### config.mk
export PLATFORM = sky130hd
export DESIGN_NAME = instr_mem_loader
export DESIGN_NICKNAME = d
export VERILOG_FILES = /design/src/rtl/instr_mem_loader.sv
export SDC_FILE = /design/constraint.sdc
export NUM_CORES = 2
export LEC_CHECK = 0
export CAP_MARGIN = 20
export CORE_MARGIN = 4
export CORE_UTILIZATION = 30
export DETAILED_ROUTE_END_ITERATION = 16
export PLACE_DENSITY = 0.47
export SLEW_MARGIN = 15
export SYNTH_ARGS = -nofsm -noshare
export SYNTH_HDL_FRONTEND = slang
export SYNTH_SLANG_ARGS = --single-unit
### constraint.sdc
create_clock -name clk -period 4 [get_ports clk]
set_input_delay 0.8 -clock clk [delete_from_list [all_inputs] [get_ports clk]]
set_output_delay 0.8 -clock clk [all_outputs]
set_load 0.05 [all_outputs]
### src/rtl/instr_mem_loader.sv
// ---------------------------------------------------------------------------
// instr_mem_loader
//   Instruction memory for the fetch stage of a pipelined CPU, with a built-in
//   byte-serial boot loader.
//
//   Loader:
//     The loader writes program bytes in ascending byte-address order. Each
//     word is big-endian, so byte address 4*w+0 lands in bits [31:24] of word w.
//     When the last byte of the array has been written, the memory becomes
//     READY and load_done pulses for one cycle.
//
//   Fetch port:
//     Fetch has one cycle of registered latency. A stall holds the previous
//     result. Any cycle that does not produce an instruction returns NOP_WORD,
//     which encodes ADD $0,$0,$0.
//
// Ports
//   clk          in   1       system clock, rising edge
//   rst_n        in   1       asynchronous active-low reset
//   load_start   in   1       begin or restart a program load
//   load_valid   in   1       load_byte is valid this cycle
//   load_byte    in   8       program byte, in ascending byte-address order
//   load_done    out  1       one-cycle pulse when the last byte is written
//   ready        out  1       memory fully loaded; fetch enabled
//   fetch_en     in   1       issue a fetch at pc this cycle
//   stall        in   1       hold the fetch outputs
//   pc           in   ADDR_W  fetch byte address
//   instr        out  32      fetched instruction (NOP_WORD when none)
//   instr_valid  out  1       instr/fault are meaningful
//   fault        out  2       00 ok, 01 misaligned, 10 out of range
// ---------------------------------------------------------------------------
module instr_mem_loader #(
  parameter int unsigned ADDR_W      = 32,
  parameter int unsigned DEPTH_WORDS = 64,
  parameter logic [31:0] NOP_WORD    = 32'h0000_0020
) (
  input  logic              clk,
  input  logic              rst_n,
  input  logic              load_start,
  input  logic              load_valid,
  input  logic [7:0]        load_byte,
  output logic              load_done,
  output logic              ready,
  input  logic              fetch_en,
  input  logic              stall,
  input  logic [ADDR_W-1:0] pc,
  output logic [31:0]       instr,
  output logic              instr_valid,
  output logic [1:0]        fault
);

  localparam int unsigned BYTES   = DEPTH_WORDS * 4;
  localparam int unsigned CNT_W   = $clog2(BYTES);
  localparam int unsigned WORD_AW = $clog2(DEPTH_WORDS);

  localparam logic [1:0] ST_EMPTY = 2'd0;
  localparam logic [1:0] ST_LOAD  = 2'd1;
  localparam logic [1:0] ST_READY = 2'd2;

  localparam logic [1:0] FAULT_OK       = 2'b00;
  localparam logic [1:0] FAULT_MISALIGN = 2'b01;
  localparam logic [1:0] FAULT_RANGE    = 2'b10;

  logic [1:0]         state;
  logic [CNT_W-1:0]   cnt;
  logic [31:0]        mem [DEPTH_WORDS];

  logic               byte_wr;
  logic               last_byte;
  logic               misaligned;
  logic               out_of_range;
  logic               fetch_go;
  logic [WORD_AW-1:0] wr_word;
  logic [WORD_AW-1:0] rd_word;

  // -------------------------------------------------------------------------
  // Decode
  // -------------------------------------------------------------------------
  // NOTE: every signal assigned in always_comb gets a value on every path,
  // so no latch can be inferred.
  always_comb begin
    // A load_start in LOAD restarts the load. Any byte presented in that same
    // cycle is dropped, including the final byte.
    byte_wr      = (state == ST_LOAD) && load_valid && !load_start;
    // DEPTH_WORDS is a power of two, so the last byte address is all ones.
    last_byte    = &cnt;
    wr_word      = cnt[CNT_W-1:2];
    rd_word      = pc[WORD_AW+1:2];
    misaligned   = |pc[1:0];
    // Any set bit above the word index is out of range. The full PC width is
    // compared, so addresses never alias onto the array.
    out_of_range = |pc[ADDR_W-1:WORD_AW+2];
    // A load request in READY takes precedence over a fetch in the same cycle.
    fetch_go     = (state == ST_READY) && fetch_en && !load_start;
  end

  // -------------------------------------------------------------------------
  // Loader FSM and byte counter
  // -------------------------------------------------------------------------
  // NOTE: sequential state uses non-blocking assignments, so every flop
  // samples values from before the edge regardless of block ordering.
  always_ff @(posedge clk or negedge rst_n) begin
    if (!rst_n) begin
      state     <= ST_EMPTY;
      cnt       <= '0;
      ready     <= 1'b0;
      load_done <= 1'b0;
    end else begin
      load_done <= 1'b0;
      if (load_start) begin
        // Start from EMPTY or READY, or restart in the middle of a load.
        state <= ST_LOAD;
        cnt   <= '0;
        ready <= 1'b0;
      end else if (byte_wr) begin
        // The counter wraps to zero on the last byte.
        cnt <= cnt + CNT_W'(1);
        if (last_byte) begin
          state     <= ST_READY;
          ready     <= 1'b1;
          load_done <= 1'b1;
        end
      end
    end
  end

  // -------------------------------------------------------------------------
  // Memory array: big-endian byte-lane writes
  // -------------------------------------------------------------------------
  // NOTE: the array has no reset. Clearing it would prevent RAM inference,
  // and READY (which gates every read) is only reached after a full reload.
  always_ff @(posedge clk) begin
    if (byte_wr) begin
      case (cnt[1:0])
        2'd0:    mem[wr_word][31:24] <= load_byte;
        2'd1:    mem[wr_word][23:16] <= load_byte;
        2'd2:    mem[wr_word][15:8]  <= load_byte;
        default: mem[wr_word][7:0]   <= load_byte;
      endcase
    end
  end

  // -------------------------------------------------------------------------
  // Fetch port: registered outputs, stall holds, misaligned beats range
  // -------------------------------------------------------------------------
  always_ff @(posedge clk or negedge rst_n) begin
    if (!rst_n) begin
      instr       <= NOP_WORD;
      instr_valid <= 1'b0;
      fault       <= FAULT_OK;
    end else if (!stall) begin
      if (!fetch_go) begin
        instr       <= NOP_WORD;
        instr_valid <= 1'b0;
        fault       <= FAULT_OK;
      end else if (misaligned) begin
        instr       <= NOP_WORD;
        instr_valid <= 1'b1;
        fault       <= FAULT_MISALIGN;
      end else if (out_of_range) begin
        instr       <= NOP_WORD;
        instr_valid <= 1'b1;
        fault       <= FAULT_RANGE;
      end else begin
        instr       <= mem[rd_word];
        instr_valid <= 1'b1;
        fault       <= FAULT_OK;
      end
    end
  end

endmodule

# [Word-level counts from Yosys, hierarchy flattened]
# Memory sizes are Yosys's and may differ from the RTL's.
# Cells that the tools add are included.
[op_classes] reduce_logical=13 muxes=30 eq_ne=4 add_sub_neg=1
[ops] operator="2-to-1 mux 32 bit" n=3
[ops] operator="OR reduction 24 bit" n=1
[ops] operator="2-to-1 mux 1 bit" n=19
[ops] operator="2-to-1 mux 8 bit" n=2
[ops] operator="2-to-1 mux 2 bit" n=6
[ops] operator="adder 8 x 1 -> 8 bit (second input constant)" n=1
[ops] operator="AND reduction 8 bit" n=1
[ops] operator="== test 2 x 1 -> 1 bit (second input constant)" n=2
[ops] operator="== test 2 bit (second input constant)" n=2
[ops] operator="logical AND 1 bit" n=4
[ops] operator="nonzero test 2 bit" n=2
[ops] operator="OR reduction 3 bit" n=1
[ops] operator="zero test 2 bit" n=1
[ops] operator="AND reduction 2 bit" n=1
[ops] operator="OR reduction 2 bit" n=1
[ops] operator="zero test 1 bit" n=1
[word_totals] reg_bits=47 elab_cells=56 ram_bits=2048 in_bits=46 mem_count=1 out_inout_bits=37
[mem_list] name="mem" words=64 word_bits=32 rd=1 rd_ports_with_merged_regs=0 write_ports=1 line="66" rtl="logic [31:0] mem [DEPTH_WORDS];"

# [Depth between registers and ports, before layout]
[depth] depth_word=5 depth_mapped=10 depth_no_buf=5

# [Worst setup path after synthesis]
# OpenSTA, ideal clock, no wires.
[synth_path] path_type="input to register" start="input load_valid" end="memory mem[25][0], enable pin" setup_slack_ns=1.295 t_arrival_ns=2.335 path_buffers=3 setup_ns=0.370 t_required_ns=3.630 stages=7 path_cell_list="and3b_1 > clkbuf_1 > nor2b_1 > nand2_1 > clkbuf_1 > buf_1 > nor2_1"
[synth_via] elab_chain_len=4
[synth_rtl] item="start: declaration" line="40" rtl="input logic load_valid,"
[synth_rtl] item="logical AND 1 bit (2 in series)" line="84" rtl="byte_wr = (state == ST_LOAD) && load_valid && !load_start;"
[synth_rtl] item="2-to-1 mux 1 bit" line="133" rtl="if (byte_wr) begin"
[synth_rtl] item="2-to-1 mux 1 bit (not written as such)" line="138" rtl="default: mem[wr_word][7:0] <= load_byte;"
[synth_rtl] item="end: declaration" line="66"
# Every way passes these cells.

# [Worst setup path in the final report]
[layout_path] start="register cnt[3]" end="memory mem[0][1], enable pin"
[layout_rtl] item="start: declaration" line="65" rtl="logic [CNT_W-1:0] cnt;"
[layout_rtl] item="start signal: assignment" line="117" rtl="cnt <= cnt + CNT_W'(1);"
# Straight into the memory's write port.

==> run summary <==
In the routed design, unresolved DRC markers number 0. The quantity of gates resized following cts came out at 0. The via count of the routed design was 41600; the upper clock frequency limit was 313 MHz. For the initial antenna violation count, the log shows 16. The cell leakage power was 0.0303 uW; the top-area cell type share of the netlist area was 0.758. STA puts the critical path data required time at 4540 ps. The final setup TNS was 0 ps; the power density relative to cell area was 474 mW/mm^2. For this run, the post-layout net count is 4447.

The post-layout utilization of the core came out at 0.358. The clock-pin slew reported for the worst setup and hold paths after clock tree synthesis was 60 ps. After synthesis the cells add up to 0.0812 mm^2.

For the pin with the worst max-slew slack, the measured transition is 1200 ps. For the final standard cell count with taps included and fillers excluded, the log shows 8149. The startpoint identified for the worst register-to-register timing path is cnt[3].

The width of the die is 528 um. In the post-synthesis netlist, the biggest area contributors are sky130_fd_sc_hd__edfxtp_1, sky130_fd_sc_hd__mux4_2, sky130_fd_sc_hd__nor2_1, sky130_fd_sc_hd__dfrtp_1, sky130_fd_sc_hd__mux2i_1. The relative area change from synthesis to final layout works out to 18.3%.

Setup violations remaining at the end of the flow were counted as 0. The logs give 0 for the number of hold buffers added after cts and 3730 ps for the data arrival time of the critical path. Yosys instantiated no cell more often than sky130_fd_sc_hd__edfxtp_1. The mean routed wirelength per cell came out at 31.2 um. The prevailing post-synth register cell is sky130_fd_sc_hd__edfxtp_1. The post-synthesis register bit count was 2094; the detailed-routing iteration count for the pre-antenna-repair pass was 6. In this run the cell area measured after placement is 0.0893 mm^2. VDD sags by at most 0.379 mV. The aggregate global-route resource usage came out at 0.180. After floorplanning, the core was divided into 190 placement rows.

Kind of critical path: flip-flop to flip-flop. The count of cells along the worst register-to-register path came out at 5. The routed wire length came out at 254 mm. The core region is 0.269 mm^2.

The worst max-slew margin expressed relative to the limit is 0.195, and the post-synthesis instance total is 3872. TritonCTS built the clock tree. The HPWL after detailed placement is 166 mm.

The count of placed standard cells including taps is 7733, and the flop-to-flop setup slack is 810 ps. After synthesis, the most frequently instantiated cells are sky130_fd_sc_hd__edfxtp_1, sky130_fd_sc_hd__mux4_2, sky130_fd_sc_hd__nor2_1. The clock tree root buffer cell is sky130_fd_sc_hd__clkbuf_16. First-iteration detailed-routing DRC count: 4962. Dividing the synthesized area by the synthesized cell count gives 21.0 um^2.

The total clock sinks was 2094. The first global-routing pass estimated 352 mm of wire. sky130_fd_sc_hd__edfxtp_1 takes more of the synthesized area than any other cell. Worst-skew pair later-pin latency: 860 ps. The worst setup path is launched from a flip-flop. For this run the aggregate overflow at the end of global routing stands at 0.

The sequential area share after synthesis is 0.772, and the via count of the first global-routing pass is 41800. The number of buffer cells added on primary ports is 82, and the number of buffers on the longest clock path is 3. The clock period could shrink to 3190 ps. The worst setup path is captured at a flip-flop. The part of the cycle the worst path needs works out to 0.797. For the final database, setup skew stands at 34.4 ps. The netlist uses 54 different library cells. Entering global routing, the biggest net connects 128 pins. Final RePlAce weighted congestion: 0.825. The worst register-to-register path ends at mem[0][1]. The number of H-tree branching levels is 4, and the number of max-slew violations in the final report is 0. Once the clock tree was built, the setup fixing pass inserted 0 buffers. The ratio of cells with drive above 1 in the final layout was 0.287; the worst-path maximum fanout was 10.

The number of I/O pins was 83; the effective utilization at floorplan was 0.302. Number of nets still failing antenna checks after routing: 0. The number of hold violations in the final report was 0. The number of clock buffers added by TritonCTS is 213. The run finished with clean final reports. The tool flagged a number of max-cap violations equal to 0. The share of synthesized registers carrying an async set or reset is 0.0220. Dividing the detail-routed via count by the number of cells gives 5.11. Synthesis produced a netlist with a net count of 3922. Yosys printed 0 warnings. The die covers 0.279 mm^2. Type of the worst min-delay path: input pin to asynchronous set/reset pin.

After routing the design area is 0.0960 mm^2. Number of enable flip-flop cells after synthesis: 2048. Setup repair after global routing left no endpoint under its margin. In this run the vertical extent of the chip is 528 um.
[kinds of logic (layout without fill, tap and decap cells)]
family,Yosys count,count (layout),share of synthesized area
AND/OR/NAND/NOR,674,674,0.0362
adder cells (fa/ha/maj),4,4,0.000617
multiplexers,640,640,0.154
AO/OA/AOI/OAI,224,224,0.0216
XOR/XNOR,6,6,0.000647
other,0,14,0
buffers and inverters,230,941,0.0147
flip-flops,2094,2094,0.772
[sequential cells by signal (all words and copies together), names as in the netlist]
signal,cells
ready,1
fault,2
instr,32
cnt,8
load_done,1
state,1
mem,2048
instr_valid,1
[power by group]
| part | internal (uW) | switching, uW | total (uW) |
|---|---|---|---|
| clock | 10700 | 8490 | 19200 |
| combinational | 788 | 1410 | 2200 |
| sequential | 24100 | 5.71 | 24100 |
| total | 35600 | 9910 | 45500 |
[cell type report]
cell class | instances | area (um^2)
fill | 24800 | 173000
timing repair buffer | 537 | 4800
clock inverter | 109 | 918
sequential | 2094 | 62700
inverter | 3 | 11.3
clock buffer | 292 | 5770
tap | 3552 | 4440
antenna | 14 | 35.0
multi-input combinational | 1548 | 17400
[worst max-delay path, stage by stage (launching register included)]
cell and delay (ps):
sky130_fd_sc_hd__dfrtp_1 490, sky130_fd_sc_hd__nor3_1 860, sky130_fd_sc_hd__nand2_1 750, sky130_fd_sc_hd__buf_4 420
sky130_fd_sc_hd__nor2_1 110, sky130_fd_sc_hd__buf_4 230
[metrics by stage]
step	hold slack (ps)	setup slack (ps)	power [uW]
floorplan	475	1290	25600
global route	139	676	47000
finish	151	810	45500
global placement	468	108	26800
CTS	96.4	735	46000
detailed placement	484	140	26800
[layer usage]
layer  track usage  routed length (um)  vias up
met2         0.279              117000     1628
met4        0.0448                5870        8
li1              -                   -    17100
met5       0.00433                 197        -
met3        0.0375               18900      295
met1         0.259              112000    22600
[layout by cell type (no fill, tap or decap), types with 17 or more instances in the layout]
| cell type | instances |
|---|---|
| sky130_fd_sc_hd__a22o_1 | 27 |
| sky130_fd_sc_hd__dfrtp_1 | 45 |
| sky130_fd_sc_hd__edfxtp_1 | 2048 |
| sky130_fd_sc_hd__a22oi_1 | 45 |
| sky130_fd_sc_hd__clkbuf_16 | 216 |
| sky130_fd_sc_hd__nand3_1 | 48 |
| sky130_fd_sc_hd__nand4_1 | 39 |
| sky130_fd_sc_hd__clkinv_2 | 37 |
| sky130_fd_sc_hd__a221oi_1 | 24 |
| sky130_fd_sc_hd__o31ai_1 | 23 |
| sky130_fd_sc_hd__buf_12 | 41 |
| sky130_fd_sc_hd__clkinv_1 | 44 |
| sky130_fd_sc_hd__clkbuf_1 | 68 |
| sky130_fd_sc_hd__mux2i_1 | 104 |
| sky130_fd_sc_hd__clkdlybuf4s50_1 | 66 |
| sky130_fd_sc_hd__o22a_1 | 23 |
| sky130_fd_sc_hd__mux2_2 | 51 |
| sky130_fd_sc_hd__nor2_1 | 313 |
| sky130_fd_sc_hd__mux4_2 | 485 |
| sky130_fd_sc_hd__buf_4 | 414 |
| sky130_fd_sc_hd__nand2_1 | 175 |
| sky130_fd_sc_hd__o22ai_1 | 17 |
[worst max-delay path by stage]
| stage | from | endpoint | slack, ps | cells past startpoint |
|---|---|---|---|---|
| detailed placement | load_valid | mem[17][31] | 140 | 7 |
| floorplan | load_valid | mem[25][0] | 1290 | 7 |
| global route | cnt[3] | mem[26][12] | 680 | 4 |
| CTS | instr[31] | instr[31] | 740 | 1 |
| finish | cnt[3] | mem[0][1] | 810 | 5 |
| global placement | pc[2] | instr[2] | 110 | 7 |
Note: power is estimated with default switching activity, not from simulation.
